<file path="config.mk">
export PLATFORM = sky130hd
export DESIGN_NAME = priority_bit_extractor
export DESIGN_NICKNAME = d
export VERILOG_FILES = /design/src/rtl/priority_bit_extractor_pkg.sv /design/src/rtl/priority_bit_extractor_priority_pick.sv /design/src/rtl/priority_bit_extractor.sv
export SDC_FILE = /design/constraint.sdc
export NUM_CORES = 1
export LEC_CHECK = 0
export BUFFER_PORTS_ARGS = -buffer_cell sky130_fd_sc_hd__buf_4
export CAP_MARGIN = 20
export CORE_UTILIZATION = 45
export CTS_BUF_LIST = sky130_fd_sc_hd__clkbuf_2
export CTS_CLUSTER_DIAMETER = 120
export DETAILED_ROUTE_END_ITERATION = 10
export PLACE_DENSITY = 0.66
export SLEW_MARGIN = 20
export SYNTH_ARGS = -nofsm -noshare
export SYNTH_HDL_FRONTEND = slang
export SYNTH_HIERARCHICAL = 1
export SYNTH_SLANG_ARGS = --single-unit
</file>
<file path="constraint.sdc">
create_clock -name clk_i -period 6.05 [get_ports clk_i]
set_input_delay 0 -clock clk_i [delete_from_list [all_inputs] [get_ports clk_i]]
set_output_delay 0 -clock clk_i [all_outputs]
set_load 0.02 [all_outputs]
</file>
<file path="src/rtl/priority_bit_extractor_pkg.sv">
// rtl/priority_bit_extractor_pkg.sv - shared types and constants for the priority bit extractor
package priority_bit_extractor_pkg;

    // Two-state controller: waiting for a word, or walking its set bits
    typedef enum logic {
        ST_IDLE = 1'b0,
        ST_SCAN = 1'b1
    } state_t;

    // Scan order selected per word by dir_i
    localparam logic DIR_LSB = 1'b0;
    localparam logic DIR_MSB = 1'b1;

endpackage

</file>
<file path="src/rtl/priority_bit_extractor_priority_pick.sv">
// rtl/priority_bit_extractor_priority_pick.sv - combinational pick of lowest or highest set bit
module priority_pick
    import priority_bit_extractor_pkg::*;
#(
    parameter int WIDTH = 8,
    parameter int IDX_W = $clog2(WIDTH)
) (
    input  logic [WIDTH-1:0] vec,
    input  logic             dir,
    output logic [WIDTH-1:0] onehot,
    output logic [IDX_W-1:0] idx,
    output logic             any
);

    // Walk the vector from the far end toward the preferred end so the
    // last hit written is the one with the highest priority.
    always_comb begin
        onehot = '0;
        idx    = '0;
        any    = |vec;
        if (dir == DIR_LSB) begin
            for (int i = WIDTH - 1; i >= 0; i--) begin
                if (vec[i]) begin
                    onehot    = '0;
                    onehot[i] = 1'b1;
                    idx       = IDX_W'(i);
                end
            end
        end else begin
            for (int i = 0; i < WIDTH; i++) begin
                if (vec[i]) begin
                    onehot    = '0;
                    onehot[i] = 1'b1;
                    idx       = IDX_W'(i);
                end
            end
        end
    end

endmodule

</file>
<file path="src/rtl/priority_bit_extractor.sv">
// rtl/priority_bit_extractor.sv - emits one beat per set bit of each accepted word, in chosen order
module priority_bit_extractor
    import priority_bit_extractor_pkg::*;
#(
    parameter int WIDTH = 8,
    parameter int IDX_W = $clog2(WIDTH),
    parameter int CNT_W = $clog2(WIDTH + 1)
) (
    input  logic             clk_i,
    input  logic             arst_n_i,
    input  logic [WIDTH-1:0] data_i,
    input  logic             data_val_i,
    input  logic             dir_i,
    output logic             data_ready_o,
    output logic [WIDTH-1:0] bit_onehot_o,
    output logic [IDX_W-1:0] bit_idx_o,
    output logic [CNT_W-1:0] bit_cnt_o,
    output logic             bit_empty_o,
    output logic             bit_last_o,
    output logic             bit_val_o,
    input  logic             bit_ready_i
);

    state_t           state;
    state_t           state_nxt;
    logic [WIDTH-1:0] residue;
    logic             dir_q;
    logic [CNT_W-1:0] cnt_q;
    logic [CNT_W-1:0] pop_in;

    logic [WIDTH-1:0] pick_onehot;
    logic [IDX_W-1:0] pick_idx;
    logic             pick_any;

    logic             scan;
    logic             last_beat;
    logic             beat_hs;
    logic             accept;

    // Single picker on the residue; the bit it selects is the current beat
    priority_pick #(
        .WIDTH (WIDTH),
        .IDX_W (IDX_W)
    ) u_pick (
        .vec    (residue),
        .dir    (dir_q),
        .onehot (pick_onehot),
        .idx    (pick_idx),
        .any    (pick_any)
    );

    // Popcount of the incoming word, captured only at acceptance
    always_comb begin
        pop_in = '0;
        for (int i = 0; i < WIDTH; i++) begin
            pop_in = pop_in + CNT_W'(data_i[i]);
        end
    end

    // Current beat is last when nothing remains after removing the picked bit;
    // an empty word (residue 0) is therefore its own last beat.
    always_comb begin
        scan      = (state == ST_SCAN);
        last_beat = scan && ((residue & ~pick_onehot) == '0);
        beat_hs   = scan && bit_ready_i;
        accept    = data_val_i && data_ready_o;
    end

    // State register
    always_ff @(posedge clk_i or negedge arst_n_i) begin
        if (!arst_n_i) begin
            state <= ST_IDLE;
        end else begin
            state <= state_nxt;
        end
    end

    // Next-state: a new word may be taken on the final beat handshake without a bubble
    always_comb begin
        state_nxt = state;
        case (state)
            ST_IDLE: begin
                if (accept) begin
                    state_nxt = ST_SCAN;
                end
            end
            ST_SCAN: begin
                if (beat_hs && last_beat) begin
                    state_nxt = accept ? ST_SCAN : ST_IDLE;
                end
            end
            default: state_nxt = ST_IDLE;
        endcase
    end

    // Outputs: ready held low while reset is asserted; beat fields forced to 0 outside SCAN
    always_comb begin
        data_ready_o = arst_n_i && (!scan || (last_beat && bit_ready_i));
        bit_val_o    = scan;
        bit_onehot_o = scan ? pick_onehot : '0;
        bit_idx_o    = scan ? pick_idx : '0;
        bit_cnt_o    = scan ? cnt_q : '0;
        bit_empty_o  = scan && !pick_any;
        bit_last_o   = last_beat;
    end

    // Word datapath: load on acceptance, otherwise strip the delivered bit
    always_ff @(posedge clk_i or negedge arst_n_i) begin
        if (!arst_n_i) begin
            residue <= '0;
            dir_q   <= DIR_LSB;
            cnt_q   <= '0;
        end else if (accept) begin
            residue <= data_i;
            dir_q   <= dir_i;
            cnt_q   <= pop_in;
        end else if (beat_hs) begin
            residue <= residue & ~pick_onehot;
        end
    end

endmodule

</file>
-- Yosys cells after proc, flatten, opt, wreduce, memory -nomap -nowiden
Cells that the tools add are included.
- bits in registers: 14
- logic and storage cells: 68
- output and inout port bits: 19
- input bits: 13
- reduce and logical (&&, ||, !) cells: 13
- bitwise logic cells: 3
- add/subtract/negate cells: 7
- muxes and demuxes: 41
- operators with widths (cell ; number):
    $mux W8 ; 13
    $mux W3 ; 15
    $add A4 B1 Y4 ; 4
    $and A8 B8 Y8 ; 1
    $logic_not A8 Y1 ; 1
    $mux W4 ; 2
    $not A8 Y8 ; 1
    $reduce_or A8 Y1 ; 1
    $logic_and A1 B1 Y1 ; 7
    $mux W7 ; 1
    $mux W2 ; 3
    $mux W6 ; 1
    $mux W5 ; 1
    $add A3 B1 Y4 ; 1
    $mux W1 ; 4
    $add A2 B1 Y3 ; 1
    $add A1 B1 Y2 ; 1
    $logic_not A1 Y1 ; 2
    $pmux W1 S2 ; 1
    $reduce_bool A2 Y1 ; 1
    $logic_or A1 B1 Y1 ; 1
    $not A1 Y1 ; 1

-- Longest topological paths before layout
Gate-level depths: netlist (run 1).
- word-level depth: 20
- gate-level depth with buffers: 11
- gate-level depth less buffers: 10

-- Modules after synthesis
Netlist (run 1), hierarchy kept.
- by module, submodules not included (module ; cells each ; area each (um2) ; instances ; sequential area each (um2)):
    priority_bit_extractor ; 103 ; 994.7 ; 1 ; 350.3
    priority_pick ; 47 ; 309.0 ; 1 ; 0.0

-- Worst setup path after synthesis (run 1)
No wires, ideal clock.
- kind: input-to-reg
- start: input data_i[0]
- end: register cnt_q[2]
- slack: 3.511 ns
- path buffers: 0
- cell stages on the path: 10
- arrival time: 2.414 ns
- required time: 5.925 ns
- cell sequence: inv_1 > fa_1 > fa_1 > fa_1 > inv_1 > ha_1 > inv_1 > fa_1 > xnor2_1 > mux2_4
- cells in the longest elaborated chain, start to end: 7
- RTL lines (what ; line ; text):
    start: declaration ; priority_bit_extractor.sv:11 ; input logic [WIDTH-1:0] data_i,
    $add A1 B1 Y2 ; priority_bit_extractor.sv:56 ; pop_in = pop_in + CNT_W'(data_i[i]);
    $add A2 B1 Y3 ; priority_bit_extractor.sv:56 ;
    $add A3 B1 Y4 ; priority_bit_extractor.sv:56 ;
    $add A4 B1 Y4 (4 in a row) ; priority_bit_extractor.sv:56 ;
    end signal: assignment ; priority_bit_extractor.sv:116 ; cnt_q <= pop_in;
    end: declaration ; priority_bit_extractor.sv:28 ; logic [CNT_W-1:0] cnt_q;
Every way passes these cells.
A chain may end at the register's enable or synchronous reset.

-- Final worst setup path (run 1)
- start: input data_i[1]
- end: register cnt_q[2]
The elaborated chain is that of the path after synthesis.

==> results of run 1 <==
layer usage:
metal,global-route usage (%),routed length [µm]
met1,26.5,1330
met2,37.9,1550
met3,1.86,118
met4,8.01,42
met5,0,0
logic make-up after synthesis:
group | Yosys count | synth area share [%]
compound gates | 18 | 12.3
xor+xnor | 1 | 0.672
fa+ha+maj | 7 | 9.02
buf+inv | 24 | 8.35
flops | 14 | 26.9
mux | 13 | 11.0
simple gates | 73 | 31.8
per-stage QoR:
stage	worst slack, ns	hold slack, ns	area, µm²	util [%]
6_report	3.06	0.0100	1620	58.8
5_1_grt	2.95	0.00306	1620	58.8
4_1_cts	3.04	0.00298	1620	58.8
3_5_place_dp	3.27	-0.135	1540	55.9
3_3_place_gp	3.30	-0.137	1540	55.9
2_1_floorplan	3.51	-0.296	1300	-
final timing paths:
kind	startpoint	end	cells after the start
max in group asynchronous	arst_n_i	dir_q$_DFFE_PN0P_	2
worst max-delay path	data_i[1]	cnt_q[2]$_DFFE_PN0P_	12
worst min register to register	cnt_q[0]$_DFFE_PN0P_	cnt_q[0]$_DFFE_PN0P_	1
worst max register to register	residue[1]$_DFFE_PN0P_	dir_q$_DFFE_PN0P_	8
worst min-delay path	data_i[0]	residue[0]$_DFFE_PN0P_	3
min in group asynchronous	arst_n_i	residue[2]$_DFFE_PN0P_	2
sequential cells by signal (all words and copies together), names as in the netlist:
register,cells
residue,8
cnt_q,4
bit_val_o,1
dir_q,1
cells in the mapped netlist, drive strengths merged, types with 4 or more instances:
cell type | number | area share [%]
inv | 20 | 5.8
nand2b | 5 | 2.4
dfrtp | 14 | 27
nor3 | 5 | 1.9
mux2 | 5 | 4.9
nand2 | 20 | 5.8
nor2b | 7 | 3.4
mux2i | 8 | 6.1
fa | 4 | 6.1
and2 | 16 | 7.7
nor2 | 9 | 2.6
timing repair:
item,4_1_cts,5_1_grt
resized for setup,0,0
hold endpoints to repair,19,0
hold buffers,6,0
setup buffers,0,0
placed cells by master, fill, tap and decap left out, types with 6 or more instances in the layout:
master / n
dlygate4sd3_1: 6
nor2b_1: 7
inv_1: 20
dfrtp_1: 14
and2_1: 16
mux2i_1: 8
buf_4: 31
nand2_1: 20
nor2_1: 9
cell type report:
type / instances / share of cell area (%)
well taps: 31 / 2.39
multi-input cells: 112 / 52.1
flip-flops and latches: 14 / 21.6
inverters: 20 / 4.63
repair buffers: 37 / 18.1
clock buffers: 3 / 0.927
clock inverters: 1 / 0.232
power by group through the flow:
stage	registers (µW)	logic, µW	clock network [µW]
2_1_floorplan	199	423	0
3_3_place_gp	232	565	0
3_5_place_dp	236	571	0
4_1_cts	233	576	47.5
5_1_grt	248	623	53.1
6_report	236	575	45.9
critical path, delay by kind of cell:
kind | cells | cell delay (ns)
adder cells (fa/ha/maj) | 5 | 1.90
XOR/XNOR | 1 | 0.14
buffers and inverters | 5 | 0.90
multiplexers | 1 | 0.26
==> results_dict.tcl, run 1 <==
set metrics [dict create \
    clkSinkCount 14 \
    synthToLayoutAreaGrowth_pct 24.3 \
    grt_max_degree 20 \
    finalSetupViolCount 0 \
    worstMarginPinSlew_ns 0.517 \
    instances_no_fill 218 \
    clk_path_buf_depth 2 \
    static-leakage-power_uw 0.000759 \
    path_class "input pin to flip-flop" \
    h-tree-depth 1 \
    ant_nets 0 \
    n_fill_cell 263 \
    p_total_uw 857 \
    crit_fanout 2 \
    switchingPower_uw 431 \
    gr-usage-all-layers_pct 21.2 \
    drcViolationCount 0 \
    cts_root_buffer "clkbuf_2" \
    ys_types 43 \
    synth_edf_count 0 \
    grt_pass1_wl_mm 5.15 \
    drtIter0Drc 18 \
    cts_tree "yes" \
    ys_ff_latch 14 \
    p_per_area_mw_per_mm2 529 \
    synth_area_per_cell_um2 8.69 \
    setup-tns-final_ns 0 \
    drt_pass1_iterations 4 \
    hold_viol_final 0 \
    io_pins 32 \
    grt_antenna_before_repair 0 \
    finalCritPeriodShare_pct 49.5 \
    fin_nets 208 \
    synth_area_mm2 0.00130 \
    dp_cells 208 \
    combPwrFrac_pct 67.1 \
    cp.required_ns 6.24 \
    grt_pass1_vias 1160 \
    dieWidth_um 55.8 \
    initial_core_util_pct 47.3 \
    r2r_slack_ns 3.23 \
    vdd_ir_drop_max_v 0.000413 \
    synthArstFlopShare_pct 100 \
    finalClockSkew_ns 0.0127 \
    multi_input_area_um2 845 \
    cpMostUsedCell "fa_1" \
    max_freq_mhz 334 \
    dp_hpwl_mm 2.36 \
    crit_path_end_kind "flip-flop" \
    wire_per_inst_um 14.0 \
    crit_arrival_ns 3.19 \
    vias 1167 \
    drv_slew 0 \
    hold_path.class "input pin to flip-flop" \
    relSlewSlack_pct 65.6 \
    grt_overflow 0 \
    crit_chain "dlygate4sd3_1 -> buf_4 -> inv_1 -> fa_1 -> fa_1 -> fa_1 -> inv_1 -> ha_1 -> inv_1 -> fa_1 -> xnor2_1 -> mux2_4" \
    std_cell_rows 19 \
    die_y_um 55.8 \
    synth_ff_type "dfrtp_1" \
    port_buffers 31 \
    drive_gt1_share_pct 24.1 \
    viasPerCell 5.35 \
    min_period_ns 2.99 \
    clk_latency_ns 0.29 \
    synth_seq_area_share_pct 26.9 \
    final-seq-area_um2 350 \
    postSynthCellCount 150 \
    p_sw_share_pct 50.3 \
    core_mm2 0.00276 \
    die-area_mm2 0.00312 \
    p_int_uw 426 \
    status "completed" \
    cpPeakStageDelay_ns 0.54 \
    gp_congestion 0.854 \
    maxCapViolations 0 \
    synth_nets 170 \
    n_antenna_cell 0 \
    worstSetupStartpointType "input pin" \
    wl_mm 3.04 \
    grt_setup_unrepaired "false" \
    crit_slowest_cell "dlygate4sd3_1" \
    clk_pin_slew_worst_paths_ns 0.15 \
    power.clock.fraction_pct 5.4 \
    ys_warn_count 6 \
    cts_buffers 3 \
    p_seq_share_pct 27.5 \
]
Note: power is estimated with default switching activity, not from simulation.
==> run 2: changes to the inputs <==
Clock period 6.05 ns to 2.8 ns, I/O delays scaled along.
==> run 2 against run 1 <==
Power rose by 130%; combinational power rose by 150%; highest routed layer unchanged; global-route usage fell by 0.36 points.
==> results_dict.tcl, run 2 (synthesis gave the netlist of run 1 again) <==
set metrics [dict create \
    finalCritPeriodShare_pct 93.0 \
    cts_root_buffer "clkbuf_2" \
    largest_reg_flops 8 \
    p_total_uw 1960 \
    gr-usage-all-layers_pct 20.8 \
    crit_end "residue[3]$_DFFE_PN0P_" \
    initial_core_util_pct 47.3 \
    holdWs_ns 0.0142 \
    cts_tree "yes" \
    dp_hpwl_mm 2.36 \
    grt_pass1_vias 1132 \
    vdd_ir_drop_max_v 0.000870 \
    n_antenna_cell 0 \
    finalSetupViolCount 0 \
    die_y_um 55.8 \
    dieWidth_um 55.8 \
    cts_buffers 3 \
    crit_chain "buf_4 -> nor4_2 -> a22oi_1 -> nor2b_1 -> o2111ai_1 -> o31ai_4 -> and2b_4 -> buf_4 -> mux2i_1" \
    grt_max_degree 18 \
    r2r_start "residue[2]$_DFFE_PN0P_" \
    worstMarginPinSlew_ns 0.485 \
    gp_congestion 0.876 \
    viasPerCell 5.15 \
    max_freq_mhz 384 \
    fin_nets 218 \
    die-area_mm2 0.00312 \
    grt_setup_unrepaired "false" \
    ff2ff_path_depth 9 \
    io_pins 32 \
    port_buffers 31 \
    std_cell_rows 19 \
    relSlewSlack_pct 67.6 \
    crit_fanout 8 \
    cp-startpoint "residue[2]$_DFFE_PN0P_" \
    setup-tns-final_ns 0 \
    synthToLayoutAreaGrowth_pct 29.8 \
    drcViolationCount 0 \
    worstSetupStartpointType "flip-flop" \
    drtIter0Drc 38 \
    crit_arrival_ns 2.81 \
    hold_path.class "input pin to flip-flop" \
    finalClockSkew_ns 0.0168 \
    grt_pass1_wl_mm 5.17 \
    wire_per_inst_um 13.1 \
    clk_path_buf_depth 2 \
    status "completed" \
    final_common_cell "buf_4" \
    maxCapViolations 0 \
    drive_gt1_share_pct 29.6 \
    drv_slew 0 \
    clkSinkCount 14 \
    crit_path_end_kind "flip-flop" \
    cp.required_ns 3.01 \
    grt_antenna_before_repair 0 \
    path_class "flip-flop to flip-flop" \
    min_period_ns 2.60 \
    ant_nets 0 \
    cpPeakStageDelay_ns 0.42 \
    grt_overflow 0 \
    static-leakage-power_uw 0.000812 \
    top_regs "residue: 8 flops, cnt_q: 4 flops" \
    p_per_area_mw_per_mm2 1160 \
    layout_common_cells "buf_4, inv_1, nand2_1, and2_1, dfrtp_1" \
    drt_pass1_iterations 4 \
    regMostFlops "residue" \
    wl_mm 2.98 \
    h-tree-depth 1 \
    vias 1169 \
    clk_latency_ns 0.29 \
    hold_viol_final 0 \
    r2r_slack_ns 0.20 \
    crit_slowest_cell "dfrtp_1" \
    clk_pin_slew_worst_paths_ns 0.15 \
    r2r-end "residue[3]$_DFFE_PN0P_" \
    core_mm2 0.00276 \
    cpMostUsedCell "buf_4" \
]
-- run 2: repair_timing --
item | CTS | global route
hold buffers | 4 | 0
endpoints found under the hold margin | 17 | 0
resized for setup | 0 | 1
endpoints found under the setup margin | 0 | 7
buffers inserted | 0 | 1
-- run 2: worst max-delay path: cells and delay by family (launching register included) --
kind                   cells  cell delay, ns
multiplexers               1            0.20
buffers and inverters      2            0.38
AO/OA/AOI/OAI              3            0.60
flip-flops                 1            0.42
AND/OR/NAND/NOR            3            0.91
-- run 2: stage by stage --
step	utilization (%)	std cells	worst slack (ns)	cell area (µm²)
final	61.3	227	0.196	1690
after global placement	58.9	219	0.136	1620
after detailed placement	58.9	219	0.101	1620
after global routing	61.3	227	0.00839	1690
after CTS	60.9	226	0.194	1680
after floorplan	-	150	0.261	1300
-- run 2: cell type report --
cell class,instances,area [µm²]
clock buffers,3,15.0
multi-input cells,112,850
inverters,20,75.1
fillers,266,1070
repair buffers,47,363
well taps,31,38.8
flip-flops and latches,14,350
-- run 2: worst min-delay path by stage --
stage	start	endpoint	slack [ns]	depth (start not counted)
floorplan	arst_n_i	bit_val_o$_DFF_PN0_	-0.30	0
global placement	arst_n_i	bit_val_o$_DFF_PN0_	-0.14	1
detailed placement	arst_n_i	bit_val_o$_DFF_PN0_	-0.13	1
CTS	data_i[0]	residue[0]$_DFFE_PN0P_	0.01	3
global route	data_i[0]	residue[0]$_DFFE_PN0P_	0.01	3
finish	data_i[5]	residue[5]$_DFFE_PN0P_	0.01	3
-- run 2: report_power, final --
part / switching [µW] / internal [µW] / total, µW
clock network: 68.3 / 29.2 / 97.5
logic: 747 / 688 / 1430
registers: 132 / 292 / 424
total: 947 / 1010 / 1960
-- run 2: layer usage --
layer,track usage [%],part of all wire [%],vias up
li1,-,-,594
met1,29.3,48,531
met2,33.2,46,38
met3,1.63,3.4,6
met4,8.71,2.4,0
met5,0,0,-
==> run 3: changes to the inputs <==
Settings changed: PLACE_DENSITY 0.66 to 0.78.
==> run 3 against run 2 <==
Core utilization down 0.14 points; clock skew up 0.0039 ns; non-clock buffer count down 2; sequential share of layout area about the same; die area unchanged; global-route usage up 0.40 points; sequential power down 3%; critical path depth up 1; fmax down 1.5%; first-iteration DRC count unchanged; final cell count down 0.44%; largest power group unchanged.
==> results_dict.tcl, run 3 (synthesis gave the netlist of run 1 again) <==
set metrics [dict create \
    cp.required_ns 3.00 \
    drt_pass1_iterations 4 \
    gp_congestion 0.916 \
    hold_viol_final 0 \
    worstMarginPinSlew_ns 0.477 \
    setup-tns-final_ns 0 \
    finalClockSkew_ns 0.0207 \
    die-area_mm2 0.00312 \
    p_per_area_mw_per_mm2 1160 \
    cts_root_buffer "clkbuf_2" \
    drive_gt1_share_pct 29.2 \
    wire_per_inst_um 13.5 \
    fin_nets 216 \
    static-leakage-power_uw 0.000809 \
    crit_path_end_kind "flip-flop" \
    wl_met1_mm 1.38 \
    core_mm2 0.00276 \
    maxCapViolations 0 \
    cpMostUsedCell "buf_4" \
    worstSetupStartpointType "flip-flop" \
    relSlewSlack_pct 68.1 \
    dieWidth_um 55.8 \
    final_common_cell "buf_4" \
    drv_slew 0 \
    cts_buffers 3 \
    finalCritPeriodShare_pct 94.4 \
    die_y_um 55.8 \
    met3_length_um 62 \
    io_pins 32 \
    path_class "flip-flop to flip-flop" \
    path_delay_family "simple AND/OR/NAND/NOR gates" \
    dr.max_layer_used "met4" \
    post-place-ws_ns 0.0658 \
    clk_latency_ns 0.29 \
    crit_chain "nor4_4 -> buf_4 -> nand2_1 -> a21boi_1 -> nand2b_1 -> o2111ai_2 -> o31ai_4 -> and2b_4 -> buf_4 -> mux2i_1" \
    crit_slowest_cell "dfrtp_1" \
    crit_arrival_ns 2.85 \
    grt_setup_unrepaired "false" \
    vdd_ir_drop_max_v 0.000704 \
    wl_mm 3.05 \
    hold_path.class "input pin to flip-flop" \
    grt_pass1_wl_mm 5.30 \
    drcViolationCount 0 \
    top_regs "residue: 8 flops, cnt_q: 4 flops" \
    vias 1194 \
    crit_fanout 9 \
    layout_common_cells "buf_4, inv_1, nand2_1, and2_1, dfrtp_1" \
    finalSetupViolCount 0 \
    port_buffers 31 \
    holdWs_ns 0.0176 \
    n_antenna_cell 0 \
    ant_nets 0 \
    viasPerCell 5.28 \
    grt_antenna_before_repair 0 \
    h-tree-depth 1 \
    status "completed" \
    gr-usage-all-layers_pct 21.2 \
    initial_core_util_pct 47.3 \
    min_period_ns 2.64 \
    wl_met2_mm 1.55 \
    clk_pin_slew_worst_paths_ns 0.12 \
    clk_path_buf_depth 2 \
    worst-path-buf-inv 2 \
    grt_max_degree 19 \
    grt_pass1_vias 1183 \
    dp_hpwl_mm 2.37 \
    largest_reg_flops 8 \
    synthToLayoutAreaGrowth_pct 29.5 \
    std_cell_rows 19 \
    cpPeakStageDelay_ns 0.52 \
    n_fill_cell 231 \
    drtIter0Drc 38 \
    grt_overflow 0 \
    max_freq_mhz 378 \
    layout_setup_ws_ns 0.157 \
    cts_tree "yes" \
    clkSinkCount 14 \
    regMostFlops "residue" \
]
run 3: cell types whose count changed in the layout (fill, tap and decap cells not counted), sizes merged:
cell,before,now
buf,43,41
clkinv,0,1
run 3: through the flow:
stage | std cells | power, µW | util [%] | instance area [µm²]
4_1_cts | 225 | 1920 | 60.5 | 1670
2_1_floorplan | 150 | 1340 | - | 1300
3_5_place_dp | 217 | 1820 | 58.3 | 1610
3_3_place_gp | 217 | 1780 | 58.3 | 1610
6_report | 226 | 1950 | 61.2 | 1690
5_1_grt | 226 | 2110 | 61.2 | 1690
run 3: power breakdown:
group / internal, µW / switching [µW] / leakage (µW) / total (µW)
Sequential: 292 / 119 / 0.000173 / 411
Clock: 31.0 / 67.5 / 0.0000140 / 98.5
Combinational: 676 / 765 / 0.000621 / 1440
Total: 1000 / 952 / 0.000809 / 1950
run 3: worst paths after layout:
check / from / end / slack (ns) / depth (start not counted)
worst max-delay path: residue[4]$_DFFE_PN0P_ / residue[3]$_DFFE_PN0P_ / 0.16 / 10
worst min-delay path: data_i[1] / residue[1]$_DFFE_PN0P_ / 0.02 / 3
worst max register to register: residue[4]$_DFFE_PN0P_ / residue[3]$_DFFE_PN0P_ / 0.16 / 10
worst min register to register: cnt_q[3]$_DFFE_PN0P_ / cnt_q[3]$_DFFE_PN0P_ / 0.52 / 1
max in group asynchronous: arst_n_i / residue[6]$_DFFE_PN0P_ / 2.53 / 2
min in group asynchronous: arst_n_i / bit_val_o$_DFF_PN0_ / 0.08 / 2
run 3: final cells by class:
type,count,area [µm²],area share (%)
Clock inverter,1,3.75,0.222
Clock buffer,3,15.0,0.890
Tap cell,31,38.8,2.30
Inverter,20,75.1,4.45
Multi-Input combinational cell,112,857,50.8
Sequential cell,14,350,20.8
Timing Repair Buffer,45,348,20.6
run 3: repair_timing:
item                                    in CTS  in global routing
hold endpoints to repair                    17                  0
endpoints found under the setup margin       0                  7
resized for setup                            0                  2
hold buffers                                 4                  0
buffers inserted                             0                  1
run 3: routing by layer:
| layer | up-vias | global-route usage [%] |
|---|---|---|
| met1 | 570 | 28.8 |
| li1 | 591 | - |
| met3 | 6 | 0.930 |
| met4 | 0 | 10.1 |
| met5 | - | 0 |
| met2 | 27 | 34.9 |
run 3: worst register-to-register path: cells and delay by family (launching register included):
kind | cells | cell delay, ns
AO/OA/AOI/OAI | 3 | 0.71
buffers and inverters | 2 | 0.38
flip-flops | 1 | 0.52
multiplexers | 1 | 0.21
AND/OR/NAND/NOR | 4 | 0.74
